`src/rtl/cpu_pkg.sv`:
```
// cpu_pkg: shared types and constants for the program-run controller.
//   run_state_t    : controller states (IDLE, ARMED, RUN, DONE)
//   PROG_SEL_W     : width of the program-select field
//   PROG_ADDRn_DEF : default program entry addresses
package cpu_pkg;

   typedef enum logic [1:0] {
      IDLE  = 2'd0,
      ARMED = 2'd1,
      RUN   = 2'd2,
      DONE  = 2'd3
   } run_state_t;

   localparam int PROG_SEL_W = 2;

   localparam int PROG_ADDR0_DEF = 0;
   localparam int PROG_ADDR1_DEF = 64;
   localparam int PROG_ADDR2_DEF = 128;
   localparam int PROG_ADDR3_DEF = 192;

endpackage

```
`src/rtl/run_ctrl_if.sv`:
```
// run_ctrl_if: host handshake and core-control bundle of run_ctrl.
//   Start, ProgSel, Halt        : host/core requests into the controller
//   CoreEn, PcLoad, PcStart     : core control out of the controller
//   Ack, CycleCount, Timeout    : run status back to the host
// Modports: master = host/core side, slave = controller side.
interface run_ctrl_if #(
   parameter int ADDR_W = 10,
   parameter int CNT_W  = 32
);
   import cpu_pkg::*;

   logic                  Start;
   logic [PROG_SEL_W-1:0] ProgSel;
   logic                  Halt;
   logic                  CoreEn;
   logic                  PcLoad;
   logic [ADDR_W-1:0]     PcStart;
   logic                  Ack;
   logic [CNT_W-1:0]      CycleCount;
   logic                  Timeout;

   modport master (
      output Start, ProgSel, Halt,
      input  CoreEn, PcLoad, PcStart, Ack, CycleCount, Timeout
   );

   modport slave (
      input  Start, ProgSel, Halt,
      output CoreEn, PcLoad, PcStart, Ack, CycleCount, Timeout
   );

endinterface

```
`src/rtl/run_counter.sv`:
```
// run_counter: saturating cycle counter with synchronous clear.
//   clk_i, rst_i : clock and asynchronous active-high reset
//   clr_i        : synchronous clear (wins over en_i)
//   en_i         : count one per edge, holding at all-ones
//   count_o      : registered count
//   at_term_o    : count_o equals TERM (next enabled edge reaches TERM+1)
module run_counter #(
   parameter int                CNT_W = 32,
   parameter logic [CNT_W-1:0]  TERM  = {CNT_W{1'b1}}
) (
   input  logic             clk_i,
   input  logic             rst_i,
   input  logic             clr_i,
   input  logic             en_i,
   output logic [CNT_W-1:0] count_o,
   output logic             at_term_o
);

   localparam logic [CNT_W-1:0] CNT_ONE = {{(CNT_W-1){1'b0}}, 1'b1};
   localparam logic [CNT_W-1:0] CNT_MAX = {CNT_W{1'b1}};

   logic [CNT_W-1:0] count_q;
   logic [CNT_W-1:0] count_d;

   // Next count: clear, saturating increment, or hold.
   always_comb begin
      count_d = count_q;
      if (clr_i) begin
         count_d = {CNT_W{1'b0}};
      end else if (en_i && (count_q != CNT_MAX)) begin
         count_d = count_q + CNT_ONE;
      end else begin
         count_d = count_q;
      end
   end

   // Count register.
   always_ff @(posedge clk_i or posedge rst_i) begin
      if (rst_i) begin
         count_q <= {CNT_W{1'b0}};
      end else begin
         count_q <= count_d;
      end
   end

   assign count_o   = count_q;
   assign at_term_o = (count_q == TERM);

endmodule

```
`src/rtl/run_ctrl.sv`:
```
// run_ctrl: program-run controller between the host Start/Ack handshake
// and the CPU core. Stalls the core and presets the PC while Start is high,
// releases the core when Start falls, counts RUN cycles and acknowledges
// when the core retires its halt instruction.
//   Clk, Reset : clock and asynchronous active-high reset
//   bus        : run_ctrl_if slave (Start, ProgSel, Halt in;
//                CoreEn, PcLoad, PcStart, Ack, CycleCount, Timeout out)
// Optional feature: define RUN_CTRL_WDOG_EN to end a run after WDOG_LIMIT
// RUN cycles with Timeout=1; otherwise Timeout stays 0.
module run_ctrl
   import cpu_pkg::*;
#(
   parameter int ADDR_W     = 10,
   parameter int CNT_W      = 32,
   parameter int PROG_ADDR0 = PROG_ADDR0_DEF,
   parameter int PROG_ADDR1 = PROG_ADDR1_DEF,
   parameter int PROG_ADDR2 = PROG_ADDR2_DEF,
   parameter int PROG_ADDR3 = PROG_ADDR3_DEF,
   parameter int WDOG_LIMIT = 100000
) (
   input  logic        Clk,
   input  logic        Reset,
   run_ctrl_if.slave   bus
);

   // The watchdog fires on the edge that takes the count to WDOG_LIMIT,
   // so the compare looks for one below the limit.
   localparam logic [CNT_W-1:0] WDOG_TERM = CNT_W'(WDOG_LIMIT - 1);

   run_state_t        state_q;
   logic              core_en_q;
   logic              pc_load_q;
   logic [ADDR_W-1:0] pc_start_q;
   logic              ack_q;
   logic              timeout_q;

   logic              arm_s;
   logic              cnt_en_s;
   logic              cnt_at_term_s;
   logic              wdog_hit_s;
   logic [CNT_W-1:0]  cnt_value_s;

   function automatic logic [ADDR_W-1:0] entry_addr(input logic [PROG_SEL_W-1:0] sel);
      logic [ADDR_W-1:0] addr;
      case (sel)
         2'd0:    addr = ADDR_W'(PROG_ADDR0);
         2'd1:    addr = ADDR_W'(PROG_ADDR1);
         2'd2:    addr = ADDR_W'(PROG_ADDR2);
         2'd3:    addr = ADDR_W'(PROG_ADDR3);
         default: addr = ADDR_W'(PROG_ADDR0);
      endcase
      return addr;
   endfunction

   // Arm request and counter enable derived from the current state.
   always_comb begin
      arm_s    = 1'b0;
      cnt_en_s = 1'b0;
      case (state_q)
         IDLE:    arm_s = bus.Start;
         ARMED:   arm_s = 1'b0;
         RUN: begin
            arm_s    = bus.Start;
            cnt_en_s = 1'b1;
         end
         DONE:    arm_s = bus.Start;
         default: arm_s = 1'b0;
      endcase
   end

   run_counter #(
      .CNT_W (CNT_W),
      .TERM  (WDOG_TERM)
   ) u_run_counter (
      .clk_i     (Clk),
      .rst_i     (Reset),
      .clr_i     (arm_s),
      .en_i      (cnt_en_s),
      .count_o   (cnt_value_s),
      .at_term_o (cnt_at_term_s)
   );

`ifdef RUN_CTRL_WDOG_EN
   assign wdog_hit_s = cnt_at_term_s;
`else
   logic unused_term_s;
   assign unused_term_s = cnt_at_term_s;
   assign wdog_hit_s    = 1'b0;
`endif

   // Controller FSM with registered outputs; arming wins over Halt/watchdog.
   always_ff @(posedge Clk or posedge Reset) begin
      if (Reset) begin
         state_q    <= IDLE;
         core_en_q  <= 1'b0;
         pc_load_q  <= 1'b0;
         pc_start_q <= {ADDR_W{1'b0}};
         ack_q      <= 1'b0;
         timeout_q  <= 1'b0;
      end else if (arm_s) begin
         state_q    <= ARMED;
         core_en_q  <= 1'b0;
         pc_load_q  <= 1'b1;
         pc_start_q <= entry_addr(bus.ProgSel);
         ack_q      <= 1'b0;
         timeout_q  <= 1'b0;
      end else begin
         case (state_q)
            ARMED: begin
               if (!bus.Start) begin
                  state_q   <= RUN;
                  core_en_q <= 1'b1;
                  pc_load_q <= 1'b0;
               end
            end
            RUN: begin
               if (bus.Halt) begin
                  state_q   <= DONE;
                  core_en_q <= 1'b0;
                  ack_q     <= 1'b1;
               end else if (wdog_hit_s) begin
                  state_q   <= DONE;
                  core_en_q <= 1'b0;
                  ack_q     <= 1'b1;
                  timeout_q <= 1'b1;
               end
            end
            IDLE, DONE: begin
               state_q <= state_q;
            end
            default: begin
               state_q   <= IDLE;
               core_en_q <= 1'b0;
               pc_load_q <= 1'b0;
               ack_q     <= 1'b0;
            end
         endcase
      end
   end

   assign bus.CoreEn     = core_en_q;
   assign bus.PcLoad     = pc_load_q;
   assign bus.PcStart    = pc_start_q;
   assign bus.Ack        = ack_q;
   assign bus.CycleCount = cnt_value_s;
   assign bus.Timeout    = timeout_q;

endmodule

```
`src/flat_wrapper.sv`:
```
// flat-port wrapper written by rule: the top's interface ports become plain ports
module run_ctrl_flat import cpu_pkg::*;
#(
   parameter int ADDR_W     = 10,
   parameter int CNT_W      = 32,
   parameter int PROG_ADDR0 = PROG_ADDR0_DEF,
   parameter int PROG_ADDR1 = PROG_ADDR1_DEF,
   parameter int PROG_ADDR2 = PROG_ADDR2_DEF,
   parameter int PROG_ADDR3 = PROG_ADDR3_DEF,
   parameter int WDOG_LIMIT = 100000
)
  (Clk, Reset, bus_Start, bus_ProgSel, bus_Halt, bus_CoreEn, bus_PcLoad, bus_PcStart, bus_Ack, bus_CycleCount, bus_Timeout);
  run_ctrl_if #(.ADDR_W(ADDR_W), .CNT_W(CNT_W)) bus_i ();
  input  logic Clk;
  input  logic Reset;
  input wire logic [$bits(bus_i.Start)-1:0] bus_Start;
  input wire logic [$bits(bus_i.ProgSel)-1:0] bus_ProgSel;
  input wire logic [$bits(bus_i.Halt)-1:0] bus_Halt;
  output wire logic [$bits(bus_i.CoreEn)-1:0] bus_CoreEn;
  output wire logic [$bits(bus_i.PcLoad)-1:0] bus_PcLoad;
  output wire logic [$bits(bus_i.PcStart)-1:0] bus_PcStart;
  output wire logic [$bits(bus_i.Ack)-1:0] bus_Ack;
  output wire logic [$bits(bus_i.CycleCount)-1:0] bus_CycleCount;
  output wire logic [$bits(bus_i.Timeout)-1:0] bus_Timeout;
  assign bus_i.Start = bus_Start;
  assign bus_i.ProgSel = bus_ProgSel;
  assign bus_i.Halt = bus_Halt;
  assign bus_CoreEn = bus_i.CoreEn;
  assign bus_PcLoad = bus_i.PcLoad;
  assign bus_PcStart = bus_i.PcStart;
  assign bus_Ack = bus_i.Ack;
  assign bus_CycleCount = bus_i.CycleCount;
  assign bus_Timeout = bus_i.Timeout;
  run_ctrl #(.ADDR_W(ADDR_W), .CNT_W(CNT_W), .PROG_ADDR0(PROG_ADDR0), .PROG_ADDR1(PROG_ADDR1), .PROG_ADDR2(PROG_ADDR2), .PROG_ADDR3(PROG_ADDR3), .WDOG_LIMIT(WDOG_LIMIT)) u_core (.Clk(Clk), .Reset(Reset), .bus(bus_i));
endmodule
```
`config.mk`:
```
export PLATFORM = sky130hd
export DESIGN_NAME = run_ctrl_flat
export DESIGN_NICKNAME = d
export VERILOG_FILES = /design/src/rtl/cpu_pkg.sv /design/src/rtl/run_ctrl_if.sv /design/src/rtl/run_counter.sv /design/src/rtl/run_ctrl.sv /design/src/flat_wrapper.sv
export SDC_FILE = /design/constraint.sdc
export NUM_CORES = 1
export LEC_CHECK = 0
export ABC_AREA = 1
export CORE_MARGIN = 2
export CORE_UTILIZATION = 45
export CTS_CLUSTER_DIAMETER = 150
export DETAILED_ROUTE_END_ITERATION = 12
export PLACE_DENSITY_LB_ADDON = 0.1
export SLEW_MARGIN = 20
export SYNTH_ARGS = -nofsm -noshare
export SYNTH_HDL_FRONTEND = slang
export SYNTH_HIERARCHICAL = 1
export SYNTH_SLANG_ARGS = --single-unit
```
`constraint.sdc`:
```
create_clock -name Clk -period 4.3 [get_ports Clk]
set_input_delay 0.645 -clock Clk [delete_from_list [all_inputs] [get_ports Clk]]
set_output_delay 0.645 -clock Clk [all_outputs]
set_load 0.02 [all_outputs]
```
==> impl_results.md, run 1 <==
- Status: completed
- Tcrit/Tclk final: 53.23%
- Leak Pwr: 1.508 nW
- F_max: 436.9 MHz
- Die width: 81.98 um
- Synthesis Warnings: 6
- Most frequent cells in the layout: nand2_1 (148), nor2_1 (57), inv_1 (48)
- Critical Path RT: approximately 4.5 ns
- Longest Clk Path Bufs: 2
- Row count: 28
- Drt first-iter violations: 237
- Final #Nets: 467
- Area grow syn2layout: 18.98%
- Crit path cell chain: clkdlybuf4s50_1, inv_2, nor2_4, clkinv_1, buf_4, nand2_8, clkinv_4, nand2_1, nand2_1
- Dpl cells: around 530
- Slew margin rel.: between 50% and 60%
- Synth Instances: slightly above 400
- DRC viols: 0
- CTS resizes: 0
- Number of sinks on the clock net: 39
- CP max FO: 27
- Post-DP HPWL: 5.013 mm
- Die height: 81.98 um
- Final Hold Vio Count: 0
- First-pass GRT wire length: 11.53 mm
- Peak supply drop: 299.4 uV
- Most common cell after layout, fill and taps aside: nand2_1
- Mapped cell area: around 2700 sq um
- Slew Limit Fails: 0
- CORE AREA: just under 6000 sq um
- Min-Delay Path Class: reg2reg
- Layout cell share with drive strength beyond 1: around 6.1%
- TritonCTS clock tree: yes
- Setup TNS: 0 ns
- Skew final: 0.008925 ns
- Placement Setup Slack: 1.677 ns
- Sequential cell area: a little under 1000 sq um
- Starting Density: 46.49%
- Area of the multi-input gates: 1465 sq um
- Slowest CP cell: clkdlybuf4s50_1
- IO buf count: 42
- Die area: 6721 sq um
- Final Cell Area: 3256 sq um
- Fillers: roughly 590
- Min Clock Period, post-route: about 2.3 ns
- Final ANT Viol Nets: 0
- Total gr overflow: 0
- Vias in the first global route: 2473
- Via Count: 2690
- Number of antenna repair diodes: 0
- Critical path's largest stage delay: ~0.5 ns
- Initial antenna violation count: 0
- Final setup vio count: 0
- PwrDens: 405.4 nW/um^2
- GP Congestion: 0.8712
- Overall routing resource usage: 22.54%
- Max Cap Viol: 0
- Final worst slack: 2.011 ns
- Most used cell, CP: nand2_1
- Post-CTS setup buffers: 0
- CP delay by family, top: buffers and inverters
- Clk_lat worst skew: 0.30 ns
- Total chip power: 0.001320 W
- Setup CP Type: in2reg
- Ports: 52
- DR WL/cell: 12.68 um
- WP buf/inv: 5
- Inserted Clock Buffers: 5
- Routed Wire Length: 6.758 mm
- Post-CTS Hold Buffers: 0
- DR vias/cell: 5.047
- CP endpoint kind: register
- CTS clk-pin slew, worst paths: 0.07 ns
- RSZ-0062 raised after global routing: false
- Largest net degree at the start of global routing: 33
- H-tree depth: 2
- Root buf cell: clkbuf_8
- Final std cells w/o fill: 533
- Arr. time, crit path: 2.48 ns
- Cell Area, Placed: 3174 sq um
- Worst Max-Slew Pin Slew: 0.6033 ns
- Syn avg cell area: roughly 6.6 sq um
- 1st-pass router iterations: 5
- Startpoint types: primary input
[registers in the layout, indices dropped and copies added, names as in the netlist]
name                          cells
u_core/u_run_counter/count_o     32
u_core/bus.PcStart                2
u_core/state_q                    2
u_core/bus.CoreEn                 1
u_core/bus.Ack                    1
u_core/bus.PcLoad                 1
[worst register-to-register path, stage by stage, from the launching register on]
cell     delay, ns
dfrtp_1       0.41
ha_1          0.24
nand2_1       0.13
nor2_4        0.06
nand2_4       0.13
nor2_8        0.07
a21oi_1       0.51
buf_4         0.30
nand4_1       0.13
nand2_1       0.08
[path summary, 6_finish.rpt]
path                            slack (ns)  cells past startpoint                             from                          endpoint
worst min-delay path                  0.50                      2            u_core/bus.PcStart[7]             u_core/bus.PcStart[7]
worst max register to register        2.17                      9  u_core/u_run_counter/count_o[0]  u_core/u_run_counter/count_o[28]
worst max-delay path                  2.01                      9                        bus_Start  u_core/u_run_counter/count_o[27]
max in group asynchronous             3.24                      3                            Reset  u_core/u_run_counter/count_o[28]
worst min register to register        0.50                      2            u_core/bus.PcStart[7]             u_core/bus.PcStart[7]
min in group asynchronous             0.60                      2                            Reset             u_core/bus.PcStart[6]
[power by group]
part / total (W) / leakage (nW) / switching, W / internal (W)
clock network: 0.000242 / 0.0422 / 0.000128 / 0.000114
registers: 0.000493 / 0.529 / 0.0000625 / 0.000430
logic: 0.000585 / 0.937 / 0.000376 / 0.000209
total: 0.00132 / 1.51 / 0.000567 / 0.000753
[metrics by stage]
stage / hold slack (ns) / util (%)
2_1_floorplan: 0.4484 / -
3_3_place_gp: 0.4736 / 53.93
3_5_place_dp: 0.4835 / 53.93
4_1_cts: 0.5109 / 55.31
5_1_grt: 0.5367 / 55.31
6_report: 0.5047 / 55.31
[area by class of cell]
type	instances	share of cell area, %
multi-input combinational	315	45.00
sequential	39	29.98
timing repair buffer	45	13.60
inverter	51	6.034
tap	75	2.882
clock buffer	7	2.344
clock inverter	1	0.1537
[routing by layer]
metal / vias up / GRT usage, % / share of wire [%]
met4: 0 / 8.167 / 1.5
met1: 1246 / 30.27 / 47
met2: 87 / 35.93 / 46
li1: 1349 / - / -
met3: 8 / 4.505 / 5.4
met5: - / 0 / 0
Power figures use the tool's default switching activity.
==> run 2: changes to the inputs <==
clock period = 2.3 ns   (was 4.3 ns; I/O delays follow)
==> impl_results.md, run 2 (synthesis gave the netlist of run 1 again) <==
- Status: completed
- Final #Nets: 469 (+0.43%)
- Max Cap Viol: 0 (unchanged)
- Worst Max-Slew Pin Slew: 0.5586 ns (-0.04476 ns)
- Post-CTS setup buffers: 0 (unchanged)
- Placement Setup Slack: 0.3533 ns (-1.324 ns)
- Via Count: 2695 (+0.19%)
- Slew margin rel.: 62.62% (+2.8 points)
- Initial antenna violation count: 0 (unchanged)
- DRC viols: 0 (unchanged)
- Min Clock Period, post-route: 1.965 ns
- Die height: 81.98 um (unchanged)
- First-pass GRT wire length: 11.28 mm (-2.2%)
- Number of antenna repair diodes: 0 (unchanged)
- GP Congestion: 0.8640 (-0.83%)
- Die area: 6721 sq um (unchanged)
- Final setup vio count: 0 (unchanged)
- Setup CP Type: reg2reg
- 1st-pass router iterations: 6 (+1)
- H-tree depth: 2 (unchanged)
- Startpoint types: register
- Final Hold Vio Count: 0 (unchanged)
- R2R setup slack: 0.33 ns (-1.84 ns)
- Skew final: 0.01162 ns (+0.002693 ns)
- Min-Delay Path Class: in2async
- Vias in the first global route: 2429 (-1.8%)
- Starting Density: 46.49% (unchanged)
- Final ANT Viol Nets: 0 (unchanged)
- Longest Clk Path Bufs: 2 (unchanged)
- Die width: 81.98 um (unchanged)
- CP max FO: 10 (-63%)
- Drt first-iter violations: 175 (-26%)
- CTS clk-pin slew, worst paths: 0.09 ns (+0.02 ns)
- Leak Pwr: 1.537 nW (+1.9%)
- Row count: 28 (unchanged)
- Arr. time, crit path: 2.20 ns (-0.28 ns)
- Routed Wire Length: 6.883 mm (+1.8%)
- Ports: 52 (unchanged)
- IO buf count: 42 (unchanged)
- Tcrit/Tclk final: 85.45%
- Total gr overflow: 0 (unchanged)
- Layout cell share with drive strength beyond 1: 6.957% (+0.84 points)
- Largest register FFs: 32 (unchanged)
- RSZ-0062 raised after global routing: false
- DR vias/cell: 5.037 (-0.19%)
- CP endpoint kind: register
- PwrDens: 798.6 nW/um^2 (+97%)
- DR WL/cell: 12.87 um (+1.5%)
- Post-DP HPWL: 4.973 mm (-0.80%)
- CORE AREA: 5886 sq um (unchanged)
- FF-to-FF End: u_core/u_run_counter/count_o[14]
- Critical Path RT: 2.54 ns (-1.95 ns)
- TritonCTS clock tree: yes
- Most frequent cells in the layout: nand2_1 (148), nor2_1 (57), inv_1 (48)
- Most common cell after layout, fill and taps aside: nand2_1
- Post-CTS Hold Buffers: 0 (unchanged)
- CTS resizes: 0 (unchanged)
- Worst Reg-to-Reg Cells: 9 (unchanged)
- Slew Limit Fails: 0 (unchanged)
- Total chip power: 0.002641 W (+100%)
- Peak supply drop: 586.6 uV (+96%)
- Number of sinks on the clock net: 39 (unchanged)
- Overall routing resource usage: 21.87% (-0.67 points)
- F_max: 508.8 MHz
- Clk_lat worst skew: 0.29 ns (about the same)
- Root buf cell: clkbuf_8
- Setup TNS: 0 ns (unchanged)
- Final worst slack: 0.3346 ns (-1.676 ns)
- Area grow syn2layout: 20.85%
- Worst r2r src: u_core/u_run_counter/count_o[0]
- Largest net degree at the start of global routing: 33 (unchanged)
- Inserted Clock Buffers: 5 (unchanged)
==> run 2: cell count changes in the layout (fill, tap and decap cells not counted), sizes merged <==
cell	change
buf	+2
clkbuf	-1
bufinv	+1
==> run 2: how the worst max path moves through the flow <==
stage,slack [ns],from,to
5_1_grt,0.14,u_core/u_run_counter/count_o[0],u_core/u_run_counter/count_o[26]
4_1_cts,0.33,u_core/u_run_counter/count_o[0],u_core/u_run_counter/count_o[14]
2_1_floorplan,0.50,u_core/u_run_counter/count_o[0],u_core/u_run_counter/count_o[14]
3_5_place_dp,0.35,u_core/u_run_counter/count_o[0],u_core/u_run_counter/count_o[14]
3_3_place_gp,0.44,bus_Start,u_core/u_run_counter/count_o[1]
6_report,0.33,u_core/u_run_counter/count_o[0],u_core/u_run_counter/count_o[14]
==> run 2: area by class of cell <==
| cell class | instances | area, sq um |
|---|---|---|
| Fill cell | 601 | 2579 |
| Multi-Input combinational cell | 315 | 1465 |
| Sequential cell | 39 | 975.9 |
| Timing Repair Buffer | 47 | 457.9 |
| Inverter | 51 | 196.4 |
| Tap cell | 75 | 93.84 |
| Clock buffer | 6 | 82.58 |
| Clock inverter | 2 | 35.03 |
==> run 2: routing by layer <==
metal | vias up | routed length [um] | global-route usage (%)
met5 | - | 0 | 0
met3 | 10 | 425 | 4.505
met1 | 1233 | 3173 | 29.74
met4 | 0 | 78 | 7.000
met2 | 90 | 3205 | 34.80
li1 | 1362 | - | -
==> run 2: critical path, stage by stage, from the launching register on <==
cell	delay (ns)
dfrtp_1	0.40
ha_1	0.23
nand2_1	0.13
nor2_4	0.06
nand2_4	0.12
nor2_8	0.07
a21oi_1	0.45
buf_4	0.29
nand4_1	0.09
nand2_1	0.08
==> run 2: per-stage QoR <==
step	hold slack (ns)	util, %	std cells	cell area (sq um)
after floorplan	0.1484	-	421	2766
after global placement	0.4759	54.19	527	3189
after detailed placement	0.4785	54.19	527	3189
after CTS	0.3148	56.19	535	3307
after global routing	0.3588	56.19	535	3307
final	0.3135	56.19	535	3307
==> run 2: power by group <==
group / internal, W / switching, W
Combinational: 0.000403 / 0.000709
Sequential: 0.000804 / 0.000115
Clock: 0.000352 / 0.000258
Total: 0.00156 / 0.00108
